==> src/rtl/text_console_writer.sv <==
// Cursor-driven writer for the text overlay character table.
// Optional per-row clear on row entry: define TEXT_CONSOLE_LINE_CLEAR_EN.
module text_console_writer #(
    parameter int COLUMNS       = 12,
    parameter int ROWS          = 2,
    parameter int FONT_NUM_CHAR = 256,
    parameter int BLANK_CHAR    = 0,
    localparam int CW = $clog2(FONT_NUM_CHAR),
    localparam int XW = $clog2(COLUMNS),
    localparam int YW = $clog2(ROWS)
) (
    input  logic          i_clk,
    input  logic          i_rst,
    input  logic [CW-1:0] i_char,
    input  logic          i_char_dv,
    output logic          o_ready,
    output logic [CW-1:0] o_wr_character,
    output logic [XW-1:0] o_wr_x_pos,
    output logic [YW-1:0] o_wr_y_pos,
    output logic          o_wr_en,
    output logic [XW-1:0] o_cursor_x,
    output logic [YW-1:0] o_cursor_y,
    output logic          o_busy
);

`ifdef TEXT_CONSOLE_LINE_CLEAR_EN
    typedef enum logic [1:0] {IDLE, CLEAR_ALL, CLEAR_ROW} state_t;
`else
    typedef enum logic [1:0] {IDLE, CLEAR_ALL} state_t;
`endif

    localparam logic [CW-1:0] LF    = CW'(8'h0A);
    localparam logic [CW-1:0] CR    = CW'(8'h0D);
    localparam logic [CW-1:0] BS    = CW'(8'h08);
    localparam logic [CW-1:0] FF    = CW'(8'h0C);
    localparam logic [CW-1:0] BLANK = CW'(BLANK_CHAR);
    localparam logic [XW-1:0] X_MAX = XW'(COLUMNS - 1);
    localparam logic [YW-1:0] Y_MAX = YW'(ROWS - 1);

    state_t        state;
    logic [XW-1:0] clr_x;
    logic [YW-1:0] clr_y;
    logic          clr_done;
    logic [YW-1:0] next_y;

    assign next_y  = (o_cursor_y == Y_MAX) ? '0 : o_cursor_y + YW'(1);
    assign o_ready = (state == IDLE);
    assign o_busy  = (state != IDLE);

    always_ff @(posedge i_clk or posedge i_rst) begin
        if (i_rst) begin
            state          <= IDLE;
            o_cursor_x     <= '0;
            o_cursor_y     <= '0;
            o_wr_en        <= 1'b0;
            o_wr_character <= '0;
            o_wr_x_pos     <= '0;
            o_wr_y_pos     <= '0;
            clr_x          <= '0;
            clr_y          <= '0;
            clr_done       <= 1'b0;
        end else begin
            o_wr_en <= 1'b0;
            unique case (state)
                IDLE: begin
                    if (i_char_dv) begin
                        case (i_char)
                            LF: begin
                                o_cursor_x <= '0;
                                o_cursor_y <= next_y;
`ifdef TEXT_CONSOLE_LINE_CLEAR_EN
                                state          <= CLEAR_ROW;
                                o_wr_en        <= 1'b1;
                                o_wr_character <= BLANK;
                                o_wr_x_pos     <= '0;
                                o_wr_y_pos     <= next_y;
                                clr_x          <= XW'(1);
                                clr_y          <= next_y;
                                clr_done       <= 1'b0;
`endif
                            end
                            CR: o_cursor_x <= '0;
                            BS: begin
                                if (o_cursor_x != '0)
                                    o_cursor_x <= o_cursor_x - XW'(1);
                            end
                            FF: begin
                                // first blank goes out with the accept
                                state          <= CLEAR_ALL;
                                o_wr_en        <= 1'b1;
                                o_wr_character <= BLANK;
                                o_wr_x_pos     <= '0;
                                o_wr_y_pos     <= '0;
                                clr_x          <= XW'(1);
                                clr_y          <= '0;
                                clr_done       <= 1'b0;
                            end
                            default: begin
                                o_wr_en        <= 1'b1;
                                o_wr_character <= i_char;
                                o_wr_x_pos     <= o_cursor_x;
                                o_wr_y_pos     <= o_cursor_y;
                                if (o_cursor_x == X_MAX) begin
                                    o_cursor_x <= '0;
                                    o_cursor_y <= next_y;
`ifdef TEXT_CONSOLE_LINE_CLEAR_EN
                                    state    <= CLEAR_ROW;
                                    clr_x    <= '0;
                                    clr_y    <= next_y;
                                    clr_done <= 1'b0;
`endif
                                end else begin
                                    o_cursor_x <= o_cursor_x + XW'(1);
                                end
                            end
                        endcase
                    end
                end
                CLEAR_ALL: begin
                    if (clr_done) begin
                        state      <= IDLE;
                        o_cursor_x <= '0;
                        o_cursor_y <= '0;
                    end else begin
                        o_wr_en        <= 1'b1;
                        o_wr_character <= BLANK;
                        o_wr_x_pos     <= clr_x;
                        o_wr_y_pos     <= clr_y;
                        if (clr_x == X_MAX) begin
                            clr_x <= '0;
                            if (clr_y == Y_MAX) clr_done <= 1'b1;
                            else clr_y <= clr_y + YW'(1);
                        end else begin
                            clr_x <= clr_x + XW'(1);
                        end
                    end
                end
`ifdef TEXT_CONSOLE_LINE_CLEAR_EN
                CLEAR_ROW: begin
                    if (clr_done) begin
                        state <= IDLE;
                    end else begin
                        o_wr_en        <= 1'b1;
                        o_wr_character <= BLANK;
                        o_wr_x_pos     <= clr_x;
                        o_wr_y_pos     <= clr_y;
                        if (clr_x == X_MAX) clr_done <= 1'b1;
                        else clr_x <= clr_x + XW'(1);
                    end
                end
`endif
                default: state <= IDLE;
            endcase
        end
    end

endmodule

==> config.mk <==
export PLATFORM = sky130hd
export DESIGN_NAME = text_console_writer
export DESIGN_NICKNAME = d
export VERILOG_FILES = /design/src/rtl/text_console_writer.sv
export SDC_FILE = /design/constraint.sdc
export NUM_CORES = 1
export LEC_CHECK = 0
export CORE_UTILIZATION = 53
export CTS_CLUSTER_SIZE = 20
export DETAILED_ROUTE_END_ITERATION = 8
export PLACE_DENSITY = 0.84
export SLEW_MARGIN = 20
export SYNTH_ARGS = -nofsm -noshare
export SYNTH_HDL_FRONTEND = slang
export SYNTH_SLANG_ARGS = --single-unit
==> constraint.sdc <==
create_clock -name i_clk -period 2.8 [get_ports i_clk]
set_input_delay 0.56 -clock i_clk [delete_from_list [all_inputs] [get_ports i_clk]]
set_output_delay 0.56 -clock i_clk [all_outputs]
set_load 0.01 [all_outputs]
## Word-level counts from Yosys, hierarchy flattened

Index checks and enable logic that the tools add are counted.

| word-level totals | value |
|---|---|
| flip-flop bits (word level) | 27 |
| bits of input ports | 11 |
| output and inout port bits | 21 |

| cells by class | value |
|---|---|
| add/sub/neg operators | 5 |
| eq/ne operators | 17 |
| muxes and demuxes | 47 |
| reduce and logical (&&, ||, !) cells | 14 |

Operators with widths:

| operator | number |
|---|---|
| 4-bit 2-to-1 mux | 10 |
| 8-bit by 4-bit == test with 1-bit output, second input constant | 4 |
| 4-bit one-hot mux with 2 select lines | 4 |
| 8-bit one-hot mux with 2 select lines | 2 |
| 1-bit 2-to-1 mux | 17 |
| 8-bit 2-to-1 mux | 2 |
| 5-bit AND reduction | 3 |
| 2-bit inequality test, second input constant | 7 |
| 1-bit one-hot mux with 2 select lines | 7 |
| 4-bit one-hot mux with 3 select lines | 1 |
| 4-bit by 1-bit adder with 4-bit output, second input constant | 2 |
| 4-bit == test, second input constant | 2 |
| 4-bit AND reduction | 2 |
| 2-bit 2-to-1 mux | 3 |
| 3-bit AND reduction | 2 |
| 3-bit OR reduction | 2 |
| 2-bit one-hot mux with 2 select lines | 1 |
| 2-bit nonzero test | 2 |
| 4-bit nonzero test | 1 |
| 4-bit by 1-bit subtractor with 4-bit output, second input constant | 1 |
| 3-bit by 1-bit inequality test with 1-bit output, second input constant | 1 |
| 3-bit inequality test, second input constant | 1 |
| 1-bit adder, second input constant | 2 |
| 2-bit by 1-bit == test with 1-bit output, second input constant | 1 |
| other kinds (3) | 3 |

## Depth between registers and ports, before layout

| depth | value |
|---|---|
| depth after elaboration | 6 |
| gate-level depth with buffers | 6 |
| mapped depth without buffers | 6 |

## Worst setup path before layout

Ideal clock, no wire load.

| path | value |
|---|---|
| path kind | input -> register |
| start point | input port i_char[5] |
| end point | register o_cursor_y |
| arrival time | 1.737 ns |
| data required time | 2.674 ns |
| slack | 0.937 ns |
| cell stages on the path | 5 |
| path buffers | 0 |
| cell sequence | nor3b_4 -> nand2_1 -> or4_1 -> and3_1 -> a221o_1 |

| on the way | value |
|---|---|
| longest elaborated chain between the ends | 5 |
| elaborated cells on any way between the ends | 11 |
| classes of those cells | eq/ne: 6; mux: 3; reduce/logical: 2 |

Ends and longest elaborated chain:

| item | line | RTL |
|---|---|---|
| start, declared | 14 | `input logic [CW-1:0] i_char,` |
| 8-bit by 4-bit == test with 1-bit output | 67 | `case (i_char)` |
| 3-bit OR reduction (no line) | n/a |  |
| 1-bit one-hot mux with 2 select lines | 67 |  |
| 1-bit 2-to-1 mux | 66 | `if (i_char_dv) begin` |
| 1-bit one-hot mux with 2 select lines | 64 | `unique case (state)` |
| end signal, assigned | 70 | `o_cursor_y <= next_y;` |
| end signal, assigned | 105 | `o_cursor_y <= next_y;` |
| end, declared | 22 | `output logic [YW-1:0] o_cursor_y,` |

Parallel ways exist; a longest one is shown, timed or not. The select of a mux whose other input is x is not followed.
A chain may end at the register's enable or synchronous reset.

## Worst setup path after layout

| path | value |
|---|---|
| start point | input port i_char[2] |
| end point | register o_wr_x_pos[1] |

| on the way | value |
|---|---|
| longest elaborated chain between the ends | 5 |
| elaborated cells on any way between the ends | 10 |
| classes of those cells | eq/ne: 5; mux: 3; reduce/logical: 2 |

Ends and longest elaborated chain:

| item | line | RTL |
|---|---|---|
| 8-bit by 4-bit == test with 1-bit output | 67 |  |
| 3-bit OR reduction (no line) | n/a |  |
| 4-bit one-hot mux with 2 select lines | 67 |  |
| 4-bit 2-to-1 mux | 66 |  |
| 4-bit one-hot mux with 2 select lines | 64 |  |
| end signal, assigned | 101 | `o_wr_x_pos <= o_cursor_x;` |
| end signal, assigned | 127 | `o_wr_x_pos <= clr_x;` |
| end, declared | 18 | `output logic [XW-1:0] o_wr_x_pos,` |

Parallel ways exist; a longest one is shown, timed or not. The select of a mux whose other input is x is not followed.

==> impl_metrics.ini <==
[status]
status = finished, final reports clean

[synth]
synth_seq_cells = 26
synth_area_leaders = dfrtp_1 (46%), nand2_1 (5.9%), o21ai_0 (5.3%)
synth.distinct_cells = 43
synth.top_cell.area_share_pct = 46.14
synth.avg_cell_area_um2 = 9.216
synth.most_common_cell = dfrtp_1
yosys-top-cells-count = dfrtp_1 (26), nand2_1 (22), o21ai_0 (15)
async_flop_share_pct = 100.0
syn_area_mm2 = 0.001410
synth_top_cell_by_area = dfrtp_1
ys_warn_count = 0
syn_nets = 168
seq_area_frac_synth_pct = 46.14
synth_ff_type = dfrtp_1
postSynthCellCount = 153
synth_edf_count = 0

[floorplan]
start_util_pct = 56.41
die_x_um = 53.58
fp.dieArea_mm2 = 0.002871
core_area_mm2 = 0.002500
die_h_um = 53.58
rows = 18
io_pins = 32

[global_routing]
grt_max_degree = 27
antenna_found_initial = 0
grt_pass1_wl_mm = 5.037
grt_overflow = 0
grt_usage_pct = 24.73
first_global_vias = 1096

[clock_tree]
clockRootBuffer = clkbuf_4
path_clk_slew_ns = 0.14
cts_buffers = 3
cts_tree = built
ctsHoldBuffers = 0
postCtsSetupBuffers = 0
cts.repair.resized = 0
clockBufferDepth = 2
clock-sinks = 26
cts_max_level = 1
insertion_delay_ns = 0.32

[sta]
hold_viol = 0
report.final.slew_viol_count = 0
min_period_over_period_pct = 80.79
setup_tns_ns = 0
worstMarginPinSlew_ns = 0.6798
max_freq_mhz = 442.1
period_needed_ns = 2.262
fin_ws_ns = 0.5380
hold_slack_ns = 0.5032
rsz0062_at_grt = no
clock_skew_ns = 0.002228
setup_violations = 0
slew_headroom_pct = 54.68

[worst_hold_path]
min_path_type = reg -> reg

[finish]
antennaDiodeCount = 0
fillers = 182
nets = 201
drive_above_1_share_pct = 8.649
fin_area_mm2 = 0.001802
final_cells = 215
synthToLayoutAreaGrowth_pct = 27.77
final_util_pct = 72.07

[worst_setup_path]
critPathRequiredTime_ns = 2.99
crit_path_cell_trace = clkdlybuf4s50_1 -> and3b_1 -> o211ai_1 -> a21oi_2 -> o21ai_0
cp.arrival_ns = 2.45
crit_path_max_fanout = 19
cp_slowest_cell = clkdlybuf4s50_1
start_kind = input pin
worst-r2r-setup-slack_ns = 0.94
critical-path-max-stage-delay_ns = 0.62
critical_path_class = in -> reg
worst_setup_path_end_kind = register

[job]
drv_cap = 0

[place]
numPortBuffers = 31
hpwl_mm = 2.354
gp_congestion = 0.9091
place_inst = 211
place_ws_ns = 0.2097
post_dp_cell_area_mm2 = 0.001749

[route]
antenna_left = 0
drt-total-wl_mm = 3.201
vias_per_cell = 6.014
avgRoutedWirePerCell_um = 14.89
drtIter0Drc = 50
vias = 1293
first_pass_iters = 4
drc_errors = 0

[power_and_ir_drop]
powerDensity_mw_per_mm2 = 783.4
total_power_mw = 1.411
p_leak_nw = 0.7998
peakVddDrop_v = 0.0005769
==> worst max-delay path: cells and delay by family <==
family / cells / cell delay (ns)
AO/OA/AOI/OAI: 3 / 1.06
buffers and inverters: 1 / 0.62
AND/OR/NAND/NOR: 1 / 0.20
==> kinds of logic (layout without fill, tap and decap cells) <==
kind of cell / count (synthesis) / after routing / share of synthesized area, %
AO/OA/AOI/OAI: 43 / 43 / 20.32
XOR/XNOR: 2 / 2 / 1.242
adder cells (fa/ha/maj): 4 / 4 / 3.549
buffers and inverters: 15 / 47 / 4.348
flip-flops: 26 / 26 / 46.14
multiplexers: 3 / 3 / 2.307
AND/OR/NAND/NOR: 60 / 60 / 22.10
==> report_power, final <==
part / internal (mW) / total (mW) / leakage [nW] / switching, mW
sequential: 0.472 / 0.596 / 0.320 / 0.124
combinational: 0.303 / 0.559 / 0.451 / 0.256
clock: 0.145 / 0.256 / 0.0279 / 0.111
==> worst paths after layout <==
path / start / end / cells after the start
setup / recovery: i_char[2] / o_wr_x_pos[1]$_DFFE_PP0P_ / 5
hold / removal: o_wr_character[2]$_DFFE_PP0P_ / o_wr_character[2]$_DFFE_PP0P_ / 2
setup reg to reg: o_cursor_x[0]$_DFFE_PP0P_ / o_cursor_y$_DFFE_PP0P_ / 6
hold reg to reg: o_wr_character[2]$_DFFE_PP0P_ / o_wr_character[2]$_DFFE_PP0P_ / 2
max in group asynchronous: i_rst / o_cursor_x[2]$_DFFE_PP0P_ / 3
min in group asynchronous: i_rst / o_wr_x_pos[1]$_DFFE_PP0P_ / 3
==> sequential cells by signal, indices dropped and copies added (netlist names) <==
| name | cells |
|---|---|
| clr_done | 1 |
| clr_x | 4 |
| clr_y | 1 |
| o_cursor_x | 4 |
| o_cursor_y | 1 |
| o_wr_character | 8 |
| o_wr_en | 1 |
| o_wr_x_pos | 4 |
| o_wr_y_pos | 1 |
| state | 1 |
==> metal layers <==
metal | vias to the layer above | routed length [µm] | track usage, %
met1 | 628 | 1462 | 33.69
met5 | - | 0 | 0
li1 | 612 | - | -
met2 | 47 | 1579 | 39.38
met4 | 0 | 37 | 10.96
met3 | 6 | 121 | 2.825
==> layout by cell type (no fill, tap or decap), types with 2 or more instances in the layout <==
cell type        synthesis  routed
a21o_1                   2       2
a21oi_1                  6       6
a22o_1                   4       4
a22oi_1                  5       5
buf_4                    1       2
clkbuf_4                 0       3
clkdlybuf4s50_1          0      31
dfrtp_1                 26      26
ha_1                     4       4
inv_1                   10      10
nand2_1                 22      22
nand2b_1                 2       2
nand3_1                  6       6
nor2_1                  12      12
nor3_1                   4       4
o21ai_0                 15      15
o31ai_1                  2       2
or2_2                    2       2
xnor2_1                  2       2
==> final cells by class <==
| type | instances | area (µm²) | area share [%] |
|---|---|---|---|
| well taps | 30 | 37.54 | 2.083 |
| multi-input cells | 112 | 698.2 | 38.75 |
| inverters | 10 | 37.54 | 2.083 |
| clock buffers | 3 | 22.52 | 1.250 |
| clock inverters | 1 | 30.03 | 1.667 |
| repair buffers | 33 | 325.3 | 18.06 |
| flip-flops and latches | 26 | 650.6 | 36.11 |
Power figures use the tool's default switching activity.
